**src/rtl/radix_divider_pkg.sv**
```systemverilog
// Shared widths, FSM encoding and counter sizing for the radix divider.
// No logic of its own; no latency.
// No flow control; constants and a helper function only.
package radix_divider_pkg;

  localparam int DIVIDEND_W_DFLT = 8;
  localparam int DIVISOR_W_DFLT  = 4;

  typedef enum logic [1:0] {
    IDLE = 2'b00,
    RUN  = 2'b01,
    DONE = 2'b10
  } state_e;

  // Bits needed to count down from w-1 to 0 (at least one bit).
  function automatic int cnt_w(input int w);
    return (w > 1) ? $clog2(w) : 1;
  endfunction

  localparam int CNT_W_DFLT = cnt_w(DIVIDEND_W_DFLT);

endpackage

```
**src/rtl/radix_divider_if.sv**
```systemverilog
// Request/result bundle between a divider client and the divider.
// No logic of its own; no latency.
// No backpressure: start is ignored while busy, done is a single pulse.
interface radix_divider_if #(
  parameter int DIVIDEND_W = radix_divider_pkg::DIVIDEND_W_DFLT,
  parameter int DIVISOR_W  = radix_divider_pkg::DIVISOR_W_DFLT
) ();

  logic                  start;
  logic [DIVIDEND_W-1:0] dividend;
  logic [DIVISOR_W-1:0]  divisor;
  logic [DIVIDEND_W-1:0] quotient;
  logic [DIVISOR_W-1:0]  remainder;
  logic                  busy;
  logic                  done;
  logic                  div_by_zero;

  modport master (
    output start, dividend, divisor,
    input  quotient, remainder, busy, done, div_by_zero
  );

  modport slave (
    input  start, dividend, divisor,
    output quotient, remainder, busy, done, div_by_zero
  );

endinterface

```
**src/rtl/radix_divider_div_step.sv**
```systemverilog
// One restoring-division step: shift in a dividend bit, trial-subtract, keep or restore.
// Purely combinational, zero latency.
// No flow control; evaluated every cycle by the owning FSM.
module div_step #(
  parameter int DIVISOR_W = radix_divider_pkg::DIVISOR_W_DFLT
) (
  input  logic [DIVISOR_W:0]   prem_in,
  input  logic                 bit_in,
  input  logic [DIVISOR_W-1:0] divisor,
  output logic [DIVISOR_W:0]   prem_out,
  output logic                 q_bit
);

  logic [DIVISOR_W+1:0] shifted;
  logic [DIVISOR_W:0]   diff;

  // The difference is only used when shifted >= divisor, so the narrower subtract cannot wrap.
  always_comb begin
    shifted  = {prem_in, bit_in};
    diff     = shifted[DIVISOR_W:0] - {1'b0, divisor};
    q_bit    = (shifted >= {2'b00, divisor});
    prem_out = q_bit ? diff : shifted[DIVISOR_W:0];
  end

endmodule

```
**src/rtl/radix_divider.sv**
```systemverilog
// Unsigned restoring divider, one quotient bit per clock, MSB first.
// start accepted at edge k -> done pulse in the cycle after edge k+DIVIDEND_W.
// No queueing: start is ignored unless idle; results hold until the next accepted start.
module radix_divider
  import radix_divider_pkg::*;
#(
  parameter int DIVIDEND_W = DIVIDEND_W_DFLT,
  parameter int DIVISOR_W  = DIVISOR_W_DFLT
) (
  input  logic       clk,
  input  logic       rst,
  radix_divider_if.slave bus
);

  localparam int CNT_W = cnt_w(DIVIDEND_W);

  state_e                state_q, state_d;
  logic [CNT_W-1:0]      cnt_q, cnt_d;
  logic [DIVIDEND_W-1:0] dvd_q, dvd_d;     // remaining dividend bits, quotient bits enter at LSB
  logic [DIVISOR_W-1:0]  dsr_q, dsr_d;
  logic [DIVISOR_W:0]    prem_q, prem_d;
  logic [DIVIDEND_W-1:0] quo_q, quo_d;
  logic [DIVISOR_W-1:0]  rem_q, rem_d;
  logic                  dbz_q, dbz_d;

  logic [DIVISOR_W:0]    step_prem;
  logic                  step_bit;

  div_step #(.DIVISOR_W(DIVISOR_W)) u_step (
    .prem_in (prem_q),
    .bit_in  (dvd_q[DIVIDEND_W-1]),
    .divisor (dsr_q),
    .prem_out(step_prem),
    .q_bit   (step_bit)
  );

  // Next-state, iteration and result update logic.
  always_comb begin
    state_d = state_q;
    cnt_d   = cnt_q;
    dvd_d   = dvd_q;
    dsr_d   = dsr_q;
    prem_d  = prem_q;
    quo_d   = quo_q;
    rem_d   = rem_q;
    dbz_d   = dbz_q;
    case (state_q)
      IDLE: begin
        if (bus.start) begin
          state_d = RUN;
          dvd_d   = bus.dividend;
          dsr_d   = bus.divisor;
          prem_d  = '0;
          cnt_d   = CNT_W'(DIVIDEND_W - 1);
          quo_d   = '0;
          rem_d   = '0;
          dbz_d   = 1'b0;
        end
      end
      RUN: begin
        dvd_d  = {dvd_q[DIVIDEND_W-2:0], step_bit};
        prem_d = step_prem;
        cnt_d  = cnt_q - CNT_W'(1);
        if (cnt_q == '0) begin
          state_d = DONE;
          cnt_d   = '0;
          // A zero divisor still runs the full schedule so latency never depends on data.
          if (dsr_q == '0) begin
            quo_d = '1;
            rem_d = '0;
            dbz_d = 1'b1;
          end else begin
            quo_d = {dvd_q[DIVIDEND_W-2:0], step_bit};
            rem_d = step_prem[DIVISOR_W-1:0];
          end
        end
      end
      DONE:    state_d = IDLE;
      default: state_d = IDLE;
    endcase
  end

  // State and datapath registers; reset aborts any operation in flight.
  always_ff @(posedge clk or negedge rst) begin
    if (!rst) begin
      state_q <= IDLE;
      cnt_q   <= '0;
      dvd_q   <= '0;
      dsr_q   <= '0;
      prem_q  <= '0;
      quo_q   <= '0;
      rem_q   <= '0;
      dbz_q   <= 1'b0;
    end else begin
      state_q <= state_d;
      cnt_q   <= cnt_d;
      dvd_q   <= dvd_d;
      dsr_q   <= dsr_d;
      prem_q  <= prem_d;
      quo_q   <= quo_d;
      rem_q   <= rem_d;
      dbz_q   <= dbz_d;
    end
  end

  assign bus.quotient    = quo_q;
  assign bus.remainder   = rem_q;
  assign bus.div_by_zero = dbz_q;
  assign bus.busy        = (state_q == RUN);
  assign bus.done        = (state_q == DONE);

endmodule

```
**src/flat_wrapper.sv**
```systemverilog
// flat-port wrapper written by rule: the top's interface ports become plain ports
module radix_divider_flat import radix_divider_pkg::*;
#(
  parameter int DIVIDEND_W = DIVIDEND_W_DFLT,
  parameter int DIVISOR_W  = DIVISOR_W_DFLT
)
  (clk, rst, bus_start, bus_dividend, bus_divisor, bus_quotient, bus_remainder, bus_busy, bus_done, bus_div_by_zero);
  radix_divider_if #(.DIVIDEND_W(DIVIDEND_W), .DIVISOR_W(DIVISOR_W)) bus_i ();
  input  logic clk;
  input  logic rst;
  input wire logic [$bits(bus_i.start)-1:0] bus_start;
  input wire logic [$bits(bus_i.dividend)-1:0] bus_dividend;
  input wire logic [$bits(bus_i.divisor)-1:0] bus_divisor;
  output wire logic [$bits(bus_i.quotient)-1:0] bus_quotient;
  output wire logic [$bits(bus_i.remainder)-1:0] bus_remainder;
  output wire logic [$bits(bus_i.busy)-1:0] bus_busy;
  output wire logic [$bits(bus_i.done)-1:0] bus_done;
  output wire logic [$bits(bus_i.div_by_zero)-1:0] bus_div_by_zero;
  assign bus_i.start = bus_start;
  assign bus_i.dividend = bus_dividend;
  assign bus_i.divisor = bus_divisor;
  assign bus_quotient = bus_i.quotient;
  assign bus_remainder = bus_i.remainder;
  assign bus_busy = bus_i.busy;
  assign bus_done = bus_i.done;
  assign bus_div_by_zero = bus_i.div_by_zero;
  radix_divider #(.DIVIDEND_W(DIVIDEND_W), .DIVISOR_W(DIVISOR_W)) u_core (.clk(clk), .rst(rst), .bus(bus_i));
endmodule
```
**config.mk**
```make
export PLATFORM = sky130hd
export DESIGN_NAME = radix_divider_flat
export DESIGN_NICKNAME = d
export VERILOG_FILES = /design/src/rtl/radix_divider_pkg.sv /design/src/rtl/radix_divider_if.sv /design/src/rtl/radix_divider_div_step.sv /design/src/rtl/radix_divider.sv /design/src/flat_wrapper.sv
export SDC_FILE = /design/constraint.sdc
export NUM_CORES = 1
export LEC_CHECK = 0
export ABC_AREA = 1
export BUFFER_PORTS_ARGS = -buffer_cell sky130_fd_sc_hd__buf_4
export CAP_MARGIN = 5
export CORE_UTILIZATION = 40
export DETAILED_ROUTE_END_ITERATION = 10
export PLACE_DENSITY = 0.63
export RECOVER_POWER = 25
export SETUP_SLACK_MARGIN = 0.4
export SLEW_MARGIN = 20
export SYNTH_ARGS = -nofsm -noshare
export SYNTH_HDL_FRONTEND = slang
export SYNTH_SLANG_ARGS = --single-unit
```
**constraint.sdc**
```tcl
create_clock -name clk -period 3.35 [get_ports clk]
set_clock_uncertainty 0.1 [all_clocks]
set_input_delay 0.1675 -clock clk [delete_from_list [all_inputs] [get_ports clk]]
set_output_delay 0.1675 -clock clk [all_outputs]
set_load 0.01 [all_outputs]
```
==> impl_metrics.tcl <==
set metrics [dict create \
    cp_data_required_time_ps 3290 \
    rsz0062_at_grt "false" \
    hold_class "in2reg" \
    drt-total-wl_mm 3.65 \
    die_w_um 67.4 \
    synth_nets 213 \
    synth_async_sr_flop_share 1.00 \
    coreArea_um2 4060 \
    yosys.cell_types.count 25 \
    initial_core_util 0.422 \
    synth_top_cell_by_area "dfrtp_1" \
    h-tree-depth 2 \
    crit_type "in2async" \
    die_y_um 67.4 \
    slew_headroom -0.228 \
    drt_iter0_markers 104 \
    fmax_ghz 0.480 \
    max-vdd-ir-drop_mv 0.442 \
    drive_gt1_frac 0.213 \
    synth.avg_cell_area_um2 8.95 \
    grt_max_degree 36 \
    whs_ps 13.1 \
    io_buffers 29 \
    grt_overflow 0 \
    worst-path-max-fanout 35 \
    grt_pass1_vias 1302 \
    finalMaxSlewViolations 36 \
    ys.flop_type "dfrtp_1" \
    cts.sinks 35 \
    vias 1386 \
    violations "capacitance limit, slew limit" \
    p_per_area_nw_per_um2 1070 \
    io_pins 30 \
    cts_buffers 5 \
    fin_setup_tns_ps 0 \
    hold_violations 0 \
    cts-root-buf "clkbuf_8" \
    cap_violations 1 \
    outcome "finished, violations left" \
    critPathBufInv 2 \
    first_pass_iters 4 \
    syn2layout_area_growth_pct 24.7 \
    tritoncts "done" \
    dieArea_um2 4540 \
    path_clk_slew_ps 70 \
    crit_arrival_ps 2020 \
    clkLatencyLatePin_ps 290 \
    grt.total_usage 0.187 \
    cpMaxStageDelayCell "clkbuf_1" \
    dp_hpwl_mm 2.58 \
    endpoint_kind "asynchronous set/reset pin" \
    cpLargestDelayFamily "buffers and inverters" \
    ant_nets 0 \
    route.detailed.drc 0 \
    cts_setup_buffers 0 \
    rows 23 \
    fin_nets 251 \
    antenna_found_initial 0 \
    fin_crit_sh 0.621 \
    p_leak_nw 1.11 \
    path_cells "dlygate4sd3_1 > clkbuf_1" \
    final_common_cell "nand2_1" \
    num_antenna_cells 0 \
    layout_common_cells "nand2_1, dfrtp_1, buf_4" \
    wire_per_inst_um 13.0 \
    clockBufferDepth 2 \
    syn_inst 191 \
    setup_violations 0 \
    startpoint_type "primary input" \
    ys_ff_latch 35 \
    synth.top_cell.area_share 0.512 \
    min_period_ps 2080 \
    yosysWarnings 0 \
    cts_resized 0 \
    yosys-top-cells-area "dfrtp_1, nand2_1, nand3_1" \
    netlist_area_um2 1710 \
    grt_pass1_wl_mm 6.09 \
    tightest_slew_ps 1840 \
    gp_congestion 0.975 \
    synth_enable_flop_cells 0 \
    ys_seq_area_frac 0.512 \
    viasPerCell 4.95 \
    max_stage_delay_ps 1320 \
]
==> kinds of logic (layout without fill, tap and decap cells) <==
| kind of cell | count (synthesis) | after routing | synth area share |
|---|---|---|---|
| AO/OA/AOI/OAI | 35 | 35 | 0.126 |
| flip-flops | 35 | 35 | 0.512 |
| XOR/XNOR | 1 | 1 | 0.00512 |
| adder cells (fa/ha/maj) | 7 | 7 | 0.0556 |
| buffers and inverters | 30 | 69 | 0.0724 |
| AND/OR/NAND/NOR | 83 | 83 | 0.229 |
==> timing repair <==
item / 4_1_cts / 5_1_grt
endpoints found under the setup margin: 0 / 0
endpoints found under the hold margin: 39 / 0
hold buffers: 5 / 0
==> state kept, by name, summed over array words and instances (netlist names) <==
signal,cells
u_core.dsr_q,4
u_core.state_q,2
u_core.dvd_q,8
u_core.bus.div_by_zero,1
u_core.cnt_q,3
u_core.bus.quotient,8
u_core.bus.remainder,4
u_core.prem_q,5
==> layer usage <==
metal / share of wire / global-route usage
met2: 0.44 / 0.266
met1: 0.51 / 0.266
met5: 0 / 0
met3: 0.042 / 0.0574
met4: 0.012 / 0.0665
==> synthesized netlist by cell type, types with 2 or more instances <==
| cell type | n |
|---|---|
| a21oi_1 | 10 |
| a22o_1 | 7 |
| dfrtp_1 | 35 |
| ha_1 | 6 |
| inv_1 | 23 |
| inv_2 | 4 |
| nand2_1 | 45 |
| nand2_2 | 2 |
| nand3_1 | 18 |
| nor2_1 | 9 |
| nor2_4 | 5 |
| o21ai_0 | 7 |
| o21ai_1 | 2 |
| o22ai_1 | 7 |
==> layout make-up <==
| cell class | count | area (um2) |
|---|---|---|
| tap | 50 | 62.6 |
| multi-input combinational | 126 | 711 |
| timing repair buffer | 34 | 264 |
| clock buffer | 6 | 82.6 |
| clock inverter | 2 | 35.0 |
| sequential | 35 | 876 |
| inverter | 27 | 101 |
| fill | 385 | 1930 |
==> report_power, final <==
group	internal (mW)	switching [mW]	total (mW)
clock	0.241	0.158	0.399
combinational	0.455	0.696	1.15
sequential	0.617	0.116	0.733
total	1.31	0.970	2.28
==> metrics by stage <==
stage / cell area [um2] / total power, mW / util / setup slack, ps / instances
4_1_cts: 2140 / 2.30 / 0.526 / 1390 / 280
3_3_place_gp: 1970 / 1.88 / 0.485 / 1420 / 267
3_5_place_dp: 1970 / 1.90 / 0.485 / 1400 / 267
5_1_grt: 2130 / 2.51 / 0.525 / 850 / 280
2_1_floorplan: 1710 / 1.58 / - / 1540 / 191
6_report: 2130 / 2.28 / 0.525 / 1270 / 280
==> path summary, 6_finish.rpt <==
check	depth (start not counted)	end	slack [ps]	start
min	3	u_core.dvd_q[7]	10	bus_dividend[7]
min reg2reg	2	u_core.prem_q[4]	380	u_core.prem_q[4]
max reg2reg	10	u_core.prem_q[0]	1370	u_core.dvd_q[7]
max	2	u_core.state_q[1]	1270	rst
max in group clk	10	u_core.prem_q[0]	1370	u_core.dvd_q[7]
min in group asynchronous	2	u_core.bus.quotient[5]	810	rst
Power figures use the tool's default switching activity.
